`src/rtl/bcd_timer_ctrl_if.sv`:
```
// Command/status bundle between front-panel command logic and the BCD timer.
//   master : front panel, drives commands and the preset value, reads the status.
//   slave  : bcd_timer_ctrl, reads commands, drives digits/state/running/done.
//   start, stop, clear, load : one-bit commands, sampled on each rising stepclk
//   updown                   : count direction taken on an accepted start (1 = up)
//   load_val                 : preset value, NDIG BCD nibbles
//   digits                   : current count, NDIG BCD nibbles, digit 0 least significant
//   state                    : 00 IDLE, 01 RUN, 10 PAUSE, 11 DONE
//   running                  : high while state is RUN
//   done                     : one-cycle pulse on entry to DONE
interface bcd_timer_ctrl_if #(
  parameter int NDIG = 4
);
  logic              start;
  logic              stop;
  logic              clear;
  logic              load;
  logic              updown;
  logic [4*NDIG-1:0] load_val;
  logic [4*NDIG-1:0] digits;
  logic [1:0]        state;
  logic              running;
  logic              done;

  modport master (
    output start, stop, clear, load, updown, load_val,
    input  digits, state, running, done
  );

  modport slave (
    input  start, stop, clear, load, updown, load_val,
    output digits, state, running, done
  );
endinterface

```
`src/rtl/bcd_timer_ctrl.sv`:
```
// Run/pause/terminal-count controller for a cascaded NDIG-digit BCD up/down
// counter. A prescaler divides stepclk into count ticks; the whole count
// steps by one in BCD on each tick and stops at 9..9 (up) or 0..0 (down).
//   stepclk : clock, rising edge
//   reset   : asynchronous, active-low
//   bus     : bcd_timer_ctrl_if slave (commands in, digits/state/running/done out)
//
// state | meaning
// IDLE  | stopped after reset, clear or load; waits for start
// RUN   | prescaler running, count steps on every tick
// PAUSE | stopped by stop; prescaler phase kept for resume
// DONE  | terminal value reached; only clear/load leave
module bcd_timer_ctrl #(
  parameter int NDIG     = 4,
  parameter int PRESCALE = 10
) (
  input  logic                 stepclk,
  input  logic                 reset,
  bcd_timer_ctrl_if.slave      bus
);

  localparam int DW = 4 * NDIG;
  localparam int PW = (PRESCALE > 1) ? $clog2(PRESCALE) : 1;
  localparam logic [PW-1:0] PRE_LAST = PW'(PRESCALE - 1);

  typedef enum logic [1:0] {
    S_IDLE  = 2'b00,
    S_RUN   = 2'b01,
    S_PAUSE = 2'b10,
    S_DONE  = 2'b11
  } state_t;

  state_t          state_q;
  logic [DW-1:0]   digits_q;
  logic [PW-1:0]   pre_q;
  logic            dir_q;
  logic            running_q;
  logic            done_q;

  logic [DW-1:0]   step_val;
  logic [DW-1:0]   dir_term;
  logic [DW-1:0]   start_term;
  logic [DW-1:0]   load_clamped;

  function automatic logic [DW-1:0] all_nines();
    logic [DW-1:0] r;
    r = '0;
    for (int i = 0; i < NDIG; i++) r[4*i +: 4] = 4'd9;
    return r;
  endfunction

  // Carry ripples combinationally so the whole count steps in one edge.
  function automatic logic [DW-1:0] bcd_inc(input logic [DW-1:0] v);
    logic [DW-1:0] r;
    logic          carry;
    r     = v;
    carry = 1'b1;
    for (int i = 0; i < NDIG; i++) begin
      if (carry) begin
        if (v[4*i +: 4] == 4'd9) begin
          r[4*i +: 4] = 4'd0;
        end else begin
          r[4*i +: 4] = v[4*i +: 4] + 4'd1;
          carry       = 1'b0;
        end
      end
    end
    return r;
  endfunction

  function automatic logic [DW-1:0] bcd_dec(input logic [DW-1:0] v);
    logic [DW-1:0] r;
    logic          borrow;
    r      = v;
    borrow = 1'b1;
    for (int i = 0; i < NDIG; i++) begin
      if (borrow) begin
        if (v[4*i +: 4] == 4'd0) begin
          r[4*i +: 4] = 4'd9;
        end else begin
          r[4*i +: 4] = v[4*i +: 4] - 4'd1;
          borrow      = 1'b0;
        end
      end
    end
    return r;
  endfunction

  function automatic logic [DW-1:0] bcd_clamp(input logic [DW-1:0] v);
    logic [DW-1:0] r;
    r = v;
    for (int i = 0; i < NDIG; i++) begin
      if (v[4*i +: 4] > 4'd9) r[4*i +: 4] = 4'd9;
    end
    return r;
  endfunction

  always_comb begin
    step_val     = dir_q ? bcd_inc(digits_q) : bcd_dec(digits_q);
    dir_term     = dir_q ? all_nines() : '0;
    start_term   = bus.updown ? all_nines() : '0;
    load_clamped = bcd_clamp(bus.load_val);
  end

  // A cycle that carries an accepted command does not advance the prescaler,
  // so a stop freezes the tick phase exactly where it was.
  always_ff @(posedge stepclk or negedge reset) begin
    if (!reset) begin
      state_q   <= S_IDLE;
      digits_q  <= '0;
      pre_q     <= '0;
      dir_q     <= 1'b1;
      running_q <= 1'b0;
      done_q    <= 1'b0;
    end else begin
      done_q <= 1'b0;
      if (bus.clear) begin
        digits_q  <= '0;
        pre_q     <= '0;
        state_q   <= S_IDLE;
        running_q <= 1'b0;
      end else if (bus.load && state_q != S_RUN) begin
        digits_q  <= load_clamped;
        pre_q     <= '0;
        state_q   <= S_IDLE;
        running_q <= 1'b0;
      end else if (bus.stop && state_q == S_RUN) begin
        state_q   <= S_PAUSE;
        running_q <= 1'b0;
      end else if (bus.start && !bus.stop &&
                   (state_q == S_IDLE || state_q == S_PAUSE)) begin
        dir_q <= bus.updown;
        if (digits_q == start_term) begin
          state_q   <= S_DONE;
          done_q    <= 1'b1;
          running_q <= 1'b0;
        end else begin
          state_q   <= S_RUN;
          running_q <= 1'b1;
        end
      end else if (state_q == S_RUN) begin
        if (pre_q == PRE_LAST) begin
          pre_q    <= '0;
          digits_q <= step_val;
          if (step_val == dir_term) begin
            state_q   <= S_DONE;
            done_q    <= 1'b1;
            running_q <= 1'b0;
          end
        end else begin
          pre_q <= pre_q + 1'b1;
        end
      end
    end
  end

  assign bus.digits  = digits_q;
  assign bus.state   = state_q;
  assign bus.running = running_q;
  assign bus.done    = done_q;

endmodule

```
`src/flat_wrapper.sv`:
```
// flat-port wrapper written by rule: the top's interface ports become plain ports
module bcd_timer_ctrl_flat 
#(
  parameter int NDIG     = 4,
  parameter int PRESCALE = 10
)
  (stepclk, reset, bus_start, bus_stop, bus_clear, bus_load, bus_updown, bus_load_val, bus_digits, bus_state, bus_running, bus_done);
  bcd_timer_ctrl_if #(.NDIG(NDIG)) bus_i ();
  input  logic stepclk;
  input  logic reset;
  input wire logic [$bits(bus_i.start)-1:0] bus_start;
  input wire logic [$bits(bus_i.stop)-1:0] bus_stop;
  input wire logic [$bits(bus_i.clear)-1:0] bus_clear;
  input wire logic [$bits(bus_i.load)-1:0] bus_load;
  input wire logic [$bits(bus_i.updown)-1:0] bus_updown;
  input wire logic [$bits(bus_i.load_val)-1:0] bus_load_val;
  output wire logic [$bits(bus_i.digits)-1:0] bus_digits;
  output wire logic [$bits(bus_i.state)-1:0] bus_state;
  output wire logic [$bits(bus_i.running)-1:0] bus_running;
  output wire logic [$bits(bus_i.done)-1:0] bus_done;
  assign bus_i.start = bus_start;
  assign bus_i.stop = bus_stop;
  assign bus_i.clear = bus_clear;
  assign bus_i.load = bus_load;
  assign bus_i.updown = bus_updown;
  assign bus_i.load_val = bus_load_val;
  assign bus_digits = bus_i.digits;
  assign bus_state = bus_i.state;
  assign bus_running = bus_i.running;
  assign bus_done = bus_i.done;
  bcd_timer_ctrl #(.NDIG(NDIG), .PRESCALE(PRESCALE)) u_core (.stepclk(stepclk), .reset(reset), .bus(bus_i));
endmodule
```
`config.mk`:
```
export PLATFORM = sky130hd
export DESIGN_NAME = bcd_timer_ctrl_flat
export DESIGN_NICKNAME = d
export VERILOG_FILES = /design/src/rtl/bcd_timer_ctrl_if.sv /design/src/rtl/bcd_timer_ctrl.sv /design/src/flat_wrapper.sv
export SDC_FILE = /design/constraint.sdc
export NUM_CORES = 1
export LEC_CHECK = 0
export CAP_MARGIN = 30
export CORE_AREA = 4 4 59 88
export DETAILED_ROUTE_END_ITERATION = 8
export DIE_AREA = 0 0 63 92
export PLACE_DENSITY = 0.94
export SLEW_MARGIN = 20
export SYNTH_ARGS = -nofsm -noshare
export SYNTH_HDL_FRONTEND = slang
export SYNTH_SLANG_ARGS = --single-unit
```
`constraint.sdc`:
```
create_clock -name stepclk -period 7.6 [get_ports stepclk]
set_clock_uncertainty 0.1 [all_clocks]
set_input_delay 1.52 -clock stepclk [delete_from_list [all_inputs] [get_ports stepclk]]
set_output_delay 1.52 -clock stepclk [all_outputs]
set_load 0.005 [all_outputs]
```
## Word level (Yosys, flattened, before mapping)

Index checks and enable logic that the tools add are counted.

- Flip-flop bits (word level): 25
- Output and inout bits: 20

- Magnitude comparators: 4
- Add/sub/neg operators: 9
- Reduce and logical (&&, ||, !) cells: 20
- Multiplexer cells: 67
- Bitwise logic cells: 3
- Equal/unequal tests: 12

Operators with widths:

| kind | count |
|---|---|
| 2-to-1 mux 16 bit | 9 |
| 2-to-1 mux 4 bit | 24 |
| equality test 16 bit | 2 |
| 2-to-1 mux 1 bit | 26 |
| adder 4 x 1 -> 4 bit (second input constant) | 5 |
| equality test 4 bit (second input constant) | 5 |
| greater-than comparator 4 bit (second input constant) | 4 |
| logical NOT 4 bit | 4 |
| 2-to-1 mux 2 bit | 8 |
| subtractor 4 x 1 -> 4 bit (second input constant) | 4 |
| nonzero test 5 bit | 3 |
| AND reduction 4 bit | 2 |
| != test 3 x 2 -> 1 bit (second input constant) | 2 |
| AND reduction 3 bit | 2 |
| nonzero test 3 bit | 2 |
| logical AND 1 bit | 4 |
| NOT 1 bit | 3 |
| equality test 2 x 1 -> 1 bit (second input constant) | 1 |
| equality test 2 bit (second input constant) | 1 |
| logical NOT 2 bit | 1 |
| != test 2 x 1 -> 1 bit (second input constant) | 1 |
| logical NOT 1 bit | 1 |
| logical OR 1 bit | 1 |

## Depth between registers and ports, before layout

Gate-level depths: netlist of the first run.

- Depth in word-level cells: 14
- Depth in mapped cells: 10
- Mapped depth without buffers: 9

## Worst setup path after synthesis of the first run

No wires, ideal clock.

- Kind: input -> register
- Start point: input port bus_load
- End point: register u_core.digits_q[0], in the netlist u_core.bus.digits[0]
- Library setup time: 0.134 ns
- Required time: 7.366 ns
- Stages on the path: 6
- Arrival time: 2.680 ns
- Buffers on the path: 2
- Path slack: 4.685 ns
- Cell sequence: o21ai_1 > inv_1 > a21oi_1 > clkbuf_1 > clkbuf_1 > o31ai_1

- Word-level cells in the longest chain between the ends: 3
- Elaborated cells between the ends (all ways): 8
- Classes of those cells: eq/ne (2); mux (2); reduce/logical (4)

Ends and longest elaborated chain:

| what | line | RTL |
|---|---|---|
| start: declaration | flat_wrapper.sv:14 | `input wire logic [$bits(bus_i.load)-1:0] bus_load;` |
| logical AND 1 bit * | bcd_timer_ctrl.sv:122 | `end else if (bus.load && state_q != S_RUN) begin` |
| != test 3 x 2 -> 1 bit (no line), or another cell as far along | -- |  |
| AND reduction 4 bit (no line) or 2-to-1 mux 16 bit (tied branches) | -- |  |
| end signal: assignment | bcd_timer_ctrl.sv:123 | `digits_q <= load_clamped;` |
| end signal: assignment | bcd_timer_ctrl.sv:144 | `digits_q <= step_val;` |
| end: declaration | bcd_timer_ctrl.sv:34 | `logic [DW-1:0] digits_q;` |

Every way passes the cells marked *; elsewhere a longest branch is shown, timed or not.
A chain may end at the register's enable or synchronous reset.

## Final worst setup path of the first run

- Start point: register u_core.digits_q[0], in the netlist u_core.bus.digits[0]
- End point: register u_core.state_q[1], in the netlist u_core.bus.state[1]

- Word-level cells in the longest chain between the ends: 9
- Elaborated cells between the ends (all ways): 28
- Classes of those cells: add/sub (2); eq/ne (3); mux (20); reduce/logical (3)

Ends and longest elaborated chain:

| what | line | RTL |
|---|---|---|
| equality test 4 bit or logical NOT 4 bit (tied branches) | bcd_timer_ctrl.sv:60, bcd_timer_ctrl.sv:78 |  |
| 2-to-1 mux 1 bit (on tied branches) | bcd_timer_ctrl.sv:60, bcd_timer_ctrl.sv:78 |  |
| 2-to-1 mux 1 bit (on tied branches) (2 in series) | bcd_timer_ctrl.sv:59, bcd_timer_ctrl.sv:77 |  |
| 2-to-1 mux 4 bit (on tied branches) | bcd_timer_ctrl.sv:59, bcd_timer_ctrl.sv:77 |  |
| 2-to-1 mux 16 bit | bcd_timer_ctrl.sv:99 | `step_val = dir_q ? bcd_inc(digits_q) : bcd_dec(digits_q);` |
| equality test 16 bit | bcd_timer_ctrl.sv:145 | `if (step_val == dir_term) begin` |
| nonzero test 5 bit (no line) | -- |  |
| AND reduction 3 bit (no line) | -- |  |
| end signal: assignment | bcd_timer_ctrl.sv:109 | `state_q <= S_IDLE;` |
| end signal: assignment | bcd_timer_ctrl.sv:120 | `state_q <= S_IDLE;` |
| end signal: assignment | bcd_timer_ctrl.sv:146 | `state_q <= S_DONE;` |
| end: declaration | bcd_timer_ctrl.sv:33 | `state_t state_q;` |

Several ways; a longest one is shown, not always the timed one.

==> results.py, run 1 <==
metrics = {
    "grt": {
        "grt_pass1_wl_um": 12300,
        "overflow": 0,
        "antenna_found_initial": 0,
        "track_usage_pct": 26.2,
        "grt_max_degree": 30,
        "grt_pass1_vias": 2483,
    },
    "drt": {
        "dr.first_iter.drc_count": 292,
        "drtAntennaViolNets": 0,
        "viasPerCell": 6.81,
        "drc": 0,
        "wire_per_inst_um": 18.7,
        "num_vias": 2729,
        "drt-total-wl_um": 7500,
        "drtPass1Iterations": 5,
    },
    "power_and_ir_drop": {
        "p_leak_nw": 1.11,
        "power_density_mw_per_mm2": 182,
        "ir_drop_uv": 169,
    },
    "sta": {
        "rsz0062_at_grt": "no",
        "worst_pin_slew_ns": 0.879,
        "max-slew-margin-rel_pct": 40.6,
        "fin_crit_ns": 3.52,
        "min_period_over_period_pct": 46.3,
        "max_freq_mhz": 284,
        "hold_viol_final": 0,
        "fin_setup_tns_ns": 0,
        "final-setup-viol-count": 0,
        "worst_slack_ns": 4.08,
        "drv_slew": 0,
    },
    "critical_path": {
        "worst-setup-path-type": "reg2reg",
        "rrSetupSlack_ns": 4.08,
        "rr_endpoint": "u_core.bus.state[1]",
        "critPathRequiredTime_ns": 7.69,
        "reg2reg_from": "u_core.bus.digits[0]",
        "crit_path_end_kind": "flop",
        "cp_max_fo": 11,
        "r2r.worst_path.cells": 9,
        "start_kind": "flop",
        "cp.arrival_ns": 3.61,
    },
    "worst_hold_path": {
        "whs_path_depth": 2,
        "hold_class": "reg2reg",
        "hold_path_startpoint": "u_core.pre_q[3]",
        "worst_hold_path.endpoint": "u_core.pre_q[3]",
    },
    "place": {
        "post-place-ws_ns": 3.86,
        "dpl_cell_area_mm2": 0.00291,
        "place.gp.congestion": 1.01,
        "dp_hpwl_um": 5690,
        "io_buffers": 42,
    },
    "finish": {
        "diodes": 0,
        "final_area_mm2": 0.00297,
        "nNetsFinal": 385,
        "area_delta_synth_final_pct": 17.4,
        "drive_gt1_share_pct": 5.38,
        "final_core_util_pct": 66.4,
        "final_cell_mix": "clkdlybuf4s50_1, nand2_1, a21oi_1",
        "layout_commonest_cell": "clkdlybuf4s50_1",
    },
    "yosys": {
        "ys_types": 61,
        "async_reset_ff_share_pct": 100,
        "syn_area_per_cell_um2": 7.56,
        "synth_warnings": 0,
        "synth_edf_count": 0,
        "ys.flop_type": "dfrtp_1",
        "synthCells": 334,
        "synth_top_area_share_pct": 23.8,
        "ys_ff_latch": 25,
        "synth_fp_nets": 365,
        "ys_top_cells_by_area": "dfrtp_1, a21oi_1, nand2_1",
        "synth-seq-area-share_pct": 24.8,
        "synth_area_mm2": 0.00252,
        "yosysTopAreaCell": "dfrtp_1",
    },
    "cts": {
        "path_clk_slew_ns": 0.08,
        "root_buffer": "clkbuf_8",
        "worstSkewPairLatency_ns": 0.26,
        "cts_tree": "done",
        "holdBufCountCts": 0,
        "cts.repair.resized": 0,
        "clock_path_buffers": 2,
        "htree_num_levels": 1,
        "clock_sinks": 25,
        "post-cts-setup-buffers": 0,
        "numCtsBuffers": 3,
    },
    "status": {
        "status": "finished clean",
    },
    "floorplan": {
        "rows": 30,
        "dieArea_mm2": 0.00580,
        "die_w_um": 63,
        "initial_core_util_pct": 56.5,
        "core_area_mm2": 0.00447,
        "ios": 43,
        "die_h_um": 92,
    },
    "job": {
        "drv_cap": 0,
    },
}
-- worst max path at each step --
stage                               startpoint                    to  slack [ns]  depth (start not counted)
after global routing      u_core.bus.digits[0]       u_core.bus.done        3.86                          9
after global placement                bus_load  u_core.bus.digits[7]        3.95                          7
after CTS                             bus_load  u_core.bus.digits[5]        4.08                          7
after detailed placement              bus_load  u_core.bus.digits[5]        3.86                          7
final                     u_core.bus.digits[0]   u_core.bus.state[1]        4.08                          9
after floorplan                       bus_load  u_core.bus.digits[0]        4.69                          6
-- registers in the layout (all words and copies together) (netlist names) --
| name | cells |
|---|---|
| u_core.bus.digits | 16 |
| u_core.bus.done | 1 |
| u_core.bus.running | 1 |
| u_core.bus.state | 2 |
| u_core.dir_q | 1 |
| u_core.pre_q | 4 |
-- synth_stat cells, types with 2 or more instances --
library cell and number:
nand2_1 34, a21oi_1 26, clkbuf_1 24, dfrtp_1 24, o21ai_0 23, nor2_1 20
inv_1 14, nand3_1 12, nand4_1 9, a22o_1 8, ha_1 8, nor3_1 8
o21ai_1 8, nor3b_1 7, a31oi_1 6, mux2i_1 6, buf_2 5, nand3b_1 5
nor2b_1 5, nor4_1 5, xnor2_1 5, a211oi_1 4, and4b_1 4, nand2b_1 4
and3_1 3, nor4b_1 3, o211ai_1 3, o31ai_1 3, o32ai_1 3, xor2_1 3
a22oi_1 2, a32oi_1 2, and2_1 2, mux2_2 2, nand4b_1 2, nor4bb_1 2
o22ai_1 2, or2_2 2, or3_1 2, or4_1 2, or4b_1 2
-- layer usage --
metal / track usage (%) / vias up / part of all wire, %
met5: 0 / - / 0
met4: 12.7 / 0 / 4.1
met3: 1.59 / 25 / 5.7
met2: 45.6 / 125 / 51
met1: 32.4 / 1296 / 39
li1: - / 1283 / -
-- power by group --
part,switching (mW),leakage (nW),total (mW),internal (mW)
registers,0.0605,0.334,0.208,0.147
logic,0.135,0.754,0.256,0.121
clock network,0.0392,0.0255,0.0758,0.0366
total,0.235,1.11,0.540,0.305
-- layout make-up --
class | instances | area, µm²
clock buffer | 3 | 41.3
clock inverter | 1 | 5.00
fill | 385 | 1500
inverter | 14 | 52.6
multi-input combinational | 264 | 1720
sequential | 25 | 627
tap | 48 | 60.1
timing repair buffer | 46 | 458
-- cells by family after synthesis --
| group | Yosys count | share of synthesized area (%) |
|---|---|---|
| compound gates | 105 | 28.0 |
| xor+xnor | 8 | 2.78 |
| fa+ha+maj | 8 | 3.96 |
| buf+inv | 45 | 7.23 |
| flops | 25 | 24.8 |
| mux | 8 | 3.27 |
| simple gates | 135 | 29.9 |
-- through the flow --
stage | instances | power (mW) | hold WS [ns]
global route | 401 | 0.575 | 0.516
detailed placement | 396 | 0.461 | 0.442
finish | 401 | 0.540 | 0.472
floorplan | 334 | 0.374 | 0.423
global placement | 395 | 0.456 | 0.443
CTS | 400 | 0.536 | 0.475
-- worst max-delay path, cell delays in order, from the launching register on --
cell	delay [ns]
dfrtp_1	0.51
inv_1	0.18
ha_1	0.26
nor4b_1	0.74
nand3_1	0.38
mux2i_1	0.24
a22o_1	0.20
nand4_1	0.09
or4b_1	0.59
a31oi_1	0.16
(Power assumes the default switching activity.)
==> inputs of run 2 (changes only) <==
--- a/config.mk
+++ b/config.mk
@@ -6,10 +6,10 @@
 export NUM_CORES = 1
 export LEC_CHECK = 0
 export CAP_MARGIN = 30
-export CORE_AREA = 4 4 59 88
+export CORE_AREA = 4 4 61 91
 export DETAILED_ROUTE_END_ITERATION = 8
-export DIE_AREA = 0 0 63 92
-export PLACE_DENSITY = 0.94
+export DIE_AREA = 0 0 65 95
+export PLACE_DENSITY = 0.88
 export SLEW_MARGIN = 20
 export SYNTH_ARGS = -nofsm -noshare
 export SYNTH_HDL_FRONTEND = slang
==> constraint.sdc (replaced) <==
create_clock -name stepclk -period 3.65 [get_ports stepclk]
set_clock_uncertainty 0.1 [all_clocks]
set_input_delay 0.73 -clock stepclk [delete_from_list [all_inputs] [get_ports stepclk]]
set_output_delay 0.73 -clock stepclk [all_outputs]
set_load 0.005 [all_outputs]
==> results.py, run 2 (synthesis gave the netlist of run 1 again) <==
metrics = {
    "finish": {
        "nNetsFinal": 396,
        "diodes": 0,
        "drive_gt1_share_pct": 7.69,
        "area_delta_synth_final_pct": 21.0,
        "final_cell_mix": "clkdlybuf4s50_1, nand2_1, a21oi_1",
        "final_core_util_pct": 64.0,
        "largest_reg_flops": 16,
        "layout_commonest_cell": "clkdlybuf4s50_1",
    },
    "cts": {
        "numCtsBuffers": 3,
        "worstSkewPairLatency_ns": 0.28,
        "clock_path_buffers": 2,
        "holdBufCountCts": 0,
        "root_buffer": "clkbuf_8",
        "clock_sinks": 25,
        "cts.repair.resized": 0,
        "cts_tree": "done",
        "htree_num_levels": 1,
        "path_clk_slew_ns": 0.09,
        "post-cts-setup-buffers": 0,
    },
    "place": {
        "io_buffers": 42,
        "place.gp.congestion": 0.945,
        "dp_hpwl_um": 5570,
    },
    "critical_path": {
        "crit_path_start": "u_core.bus.digits[0]",
        "reg2reg_from": "u_core.bus.digits[0]",
        "slowest_stage": "or4b_1",
        "crit_buf_inv": 1,
        "slowest_delay_ns": 0.62,
        "cp_max_fo": 11,
        "crit_path_end_kind": "flop",
        "critPathMostFrequentCell": "or4b_1",
        "critPathRequiredTime_ns": 3.75,
        "worst-setup-path-type": "reg2reg",
        "start_kind": "flop",
        "cp.arrival_ns": 3.39,
        "crit_chain": "inv_1 -> ha_1 -> or4b_1 -> a31oi_4 -> o21ai_2 -> a2111oi_4 -> a41oi_1 -> or4b_1 -> a21oi_1",
        "critical_path.top_delay_family": "simple AND/OR/NAND/NOR gates",
    },
    "sta": {
        "min_period_over_period_pct": 90.0,
        "rsz0062_at_grt": "no",
        "final-setup-viol-count": 0,
        "max-slew-margin-rel_pct": 54.5,
        "worst_pin_slew_ns": 0.674,
        "fin_setup_tns_ns": 0,
        "max_freq_mhz": 304,
        "drv_slew": 0,
        "hold_viol_final": 0,
        "fin_crit_ns": 3.29,
    },
    "floorplan": {
        "initial_core_util_pct": 52.9,
        "rows": 31,
        "dieArea_mm2": 0.00618,
        "die_w_um": 65,
        "die_h_um": 95,
        "core_area_mm2": 0.00477,
        "ios": 43,
    },
    "drt": {
        "drc": 0,
        "drtAntennaViolNets": 0,
        "drt-total-wl_um": 7540,
        "viasPerCell": 6.50,
        "wire_per_inst_um": 17.5,
        "dr.first_iter.drc_count": 249,
        "drtPass1Iterations": 6,
        "num_vias": 2794,
    },
    "power_and_ir_drop": {
        "ir_drop_uv": 212,
        "p_leak_nw": 1.16,
        "power_density_mw_per_mm2": 381,
    },
    "worst_hold_path": {
        "hold_path_startpoint": "u_core.bus.running",
        "hold_class": "reg2reg",
    },
    "grt": {
        "grt_max_degree": 30,
        "grt_pass1_vias": 2575,
        "track_usage_pct": 24.9,
        "overflow": 0,
        "antenna_found_initial": 0,
        "grt_pass1_wl_um": 12200,
    },
    "job": {
        "drv_cap": 0,
    },
    "status": {
        "status": "finished clean",
    },
}
run 2: cell types whose count changed in the layout (fill, tap and decap cells not counted), sizes merged:
cell,change
clkbuf,+1
buf,+11
clkinv,-1
run 2: per-layer routing:
| layer | track usage, % | part of all wire, % | wire length, µm |
|---|---|---|---|
| met5 | 0 | 0 | 0 |
| met4 | 10.1 | 3.2 | 238 |
| met3 | 1.79 | 7.0 | 526 |
| met2 | 45.1 | 51 | 3870 |
| met1 | 29.9 | 39 | 2900 |
run 2: final timing paths:
check                                      to  slack, ns  depth (start not counted)
setup / recovery              u_core.bus.done       0.36                          9
hold / removal             u_core.bus.running       0.48                          2
setup reg to reg              u_core.bus.done       0.36                          9
hold reg to reg            u_core.bus.running       0.48                          2
max in group asynchronous        u_core.dir_q       2.43                          2
min in group asynchronous     u_core.pre_q[1]       0.71                          2
run 2: area by class of cell:
type / instances / area [µm²]
multi-input cells: 264 / 1720
flip-flops and latches: 25 / 627
inverters: 14 / 52.6
clock buffers: 4 / 45.0
fillers: 431 / 1720
repair buffers: 57 / 533
well taps: 66 / 82.6
run 2: where the power goes:
group          switching (mW)  total (mW)  internal (mW)
registers              0.0841       0.392          0.308
logic                   0.321       0.598          0.277
clock network          0.0960       0.174         0.0784
run 2: tightest hold or removal path: cells and delay by family, from the launching register on:
kind,cells,cell delay (ns)
flip-flops,1,0.41
AND/OR/NAND/NOR,1,0.08
AO/OA/AOI/OAI,1,0.06
run 2: through the flow:
| stage | total power, mW | setup WS [ns] | std cells | cell area [µm²] | hold slack, ns |
|---|---|---|---|---|---|
| 5_1_grt | 1.24 | 0.127 | 430 | 3060 | 0.488 |
| 4_1_cts | 1.15 | 0.427 | 430 | 3060 | 0.472 |
| 2_1_floorplan | 0.778 | 0.754 | 334 | 2520 | 0.334 |
| 6_report | 1.16 | 0.365 | 430 | 3060 | 0.475 |
| 3_5_place_dp | 0.983 | 0.430 | 426 | 3010 | 0.455 |
| 3_3_place_gp | 0.969 | 0.553 | 426 | 3010 | 0.443 |
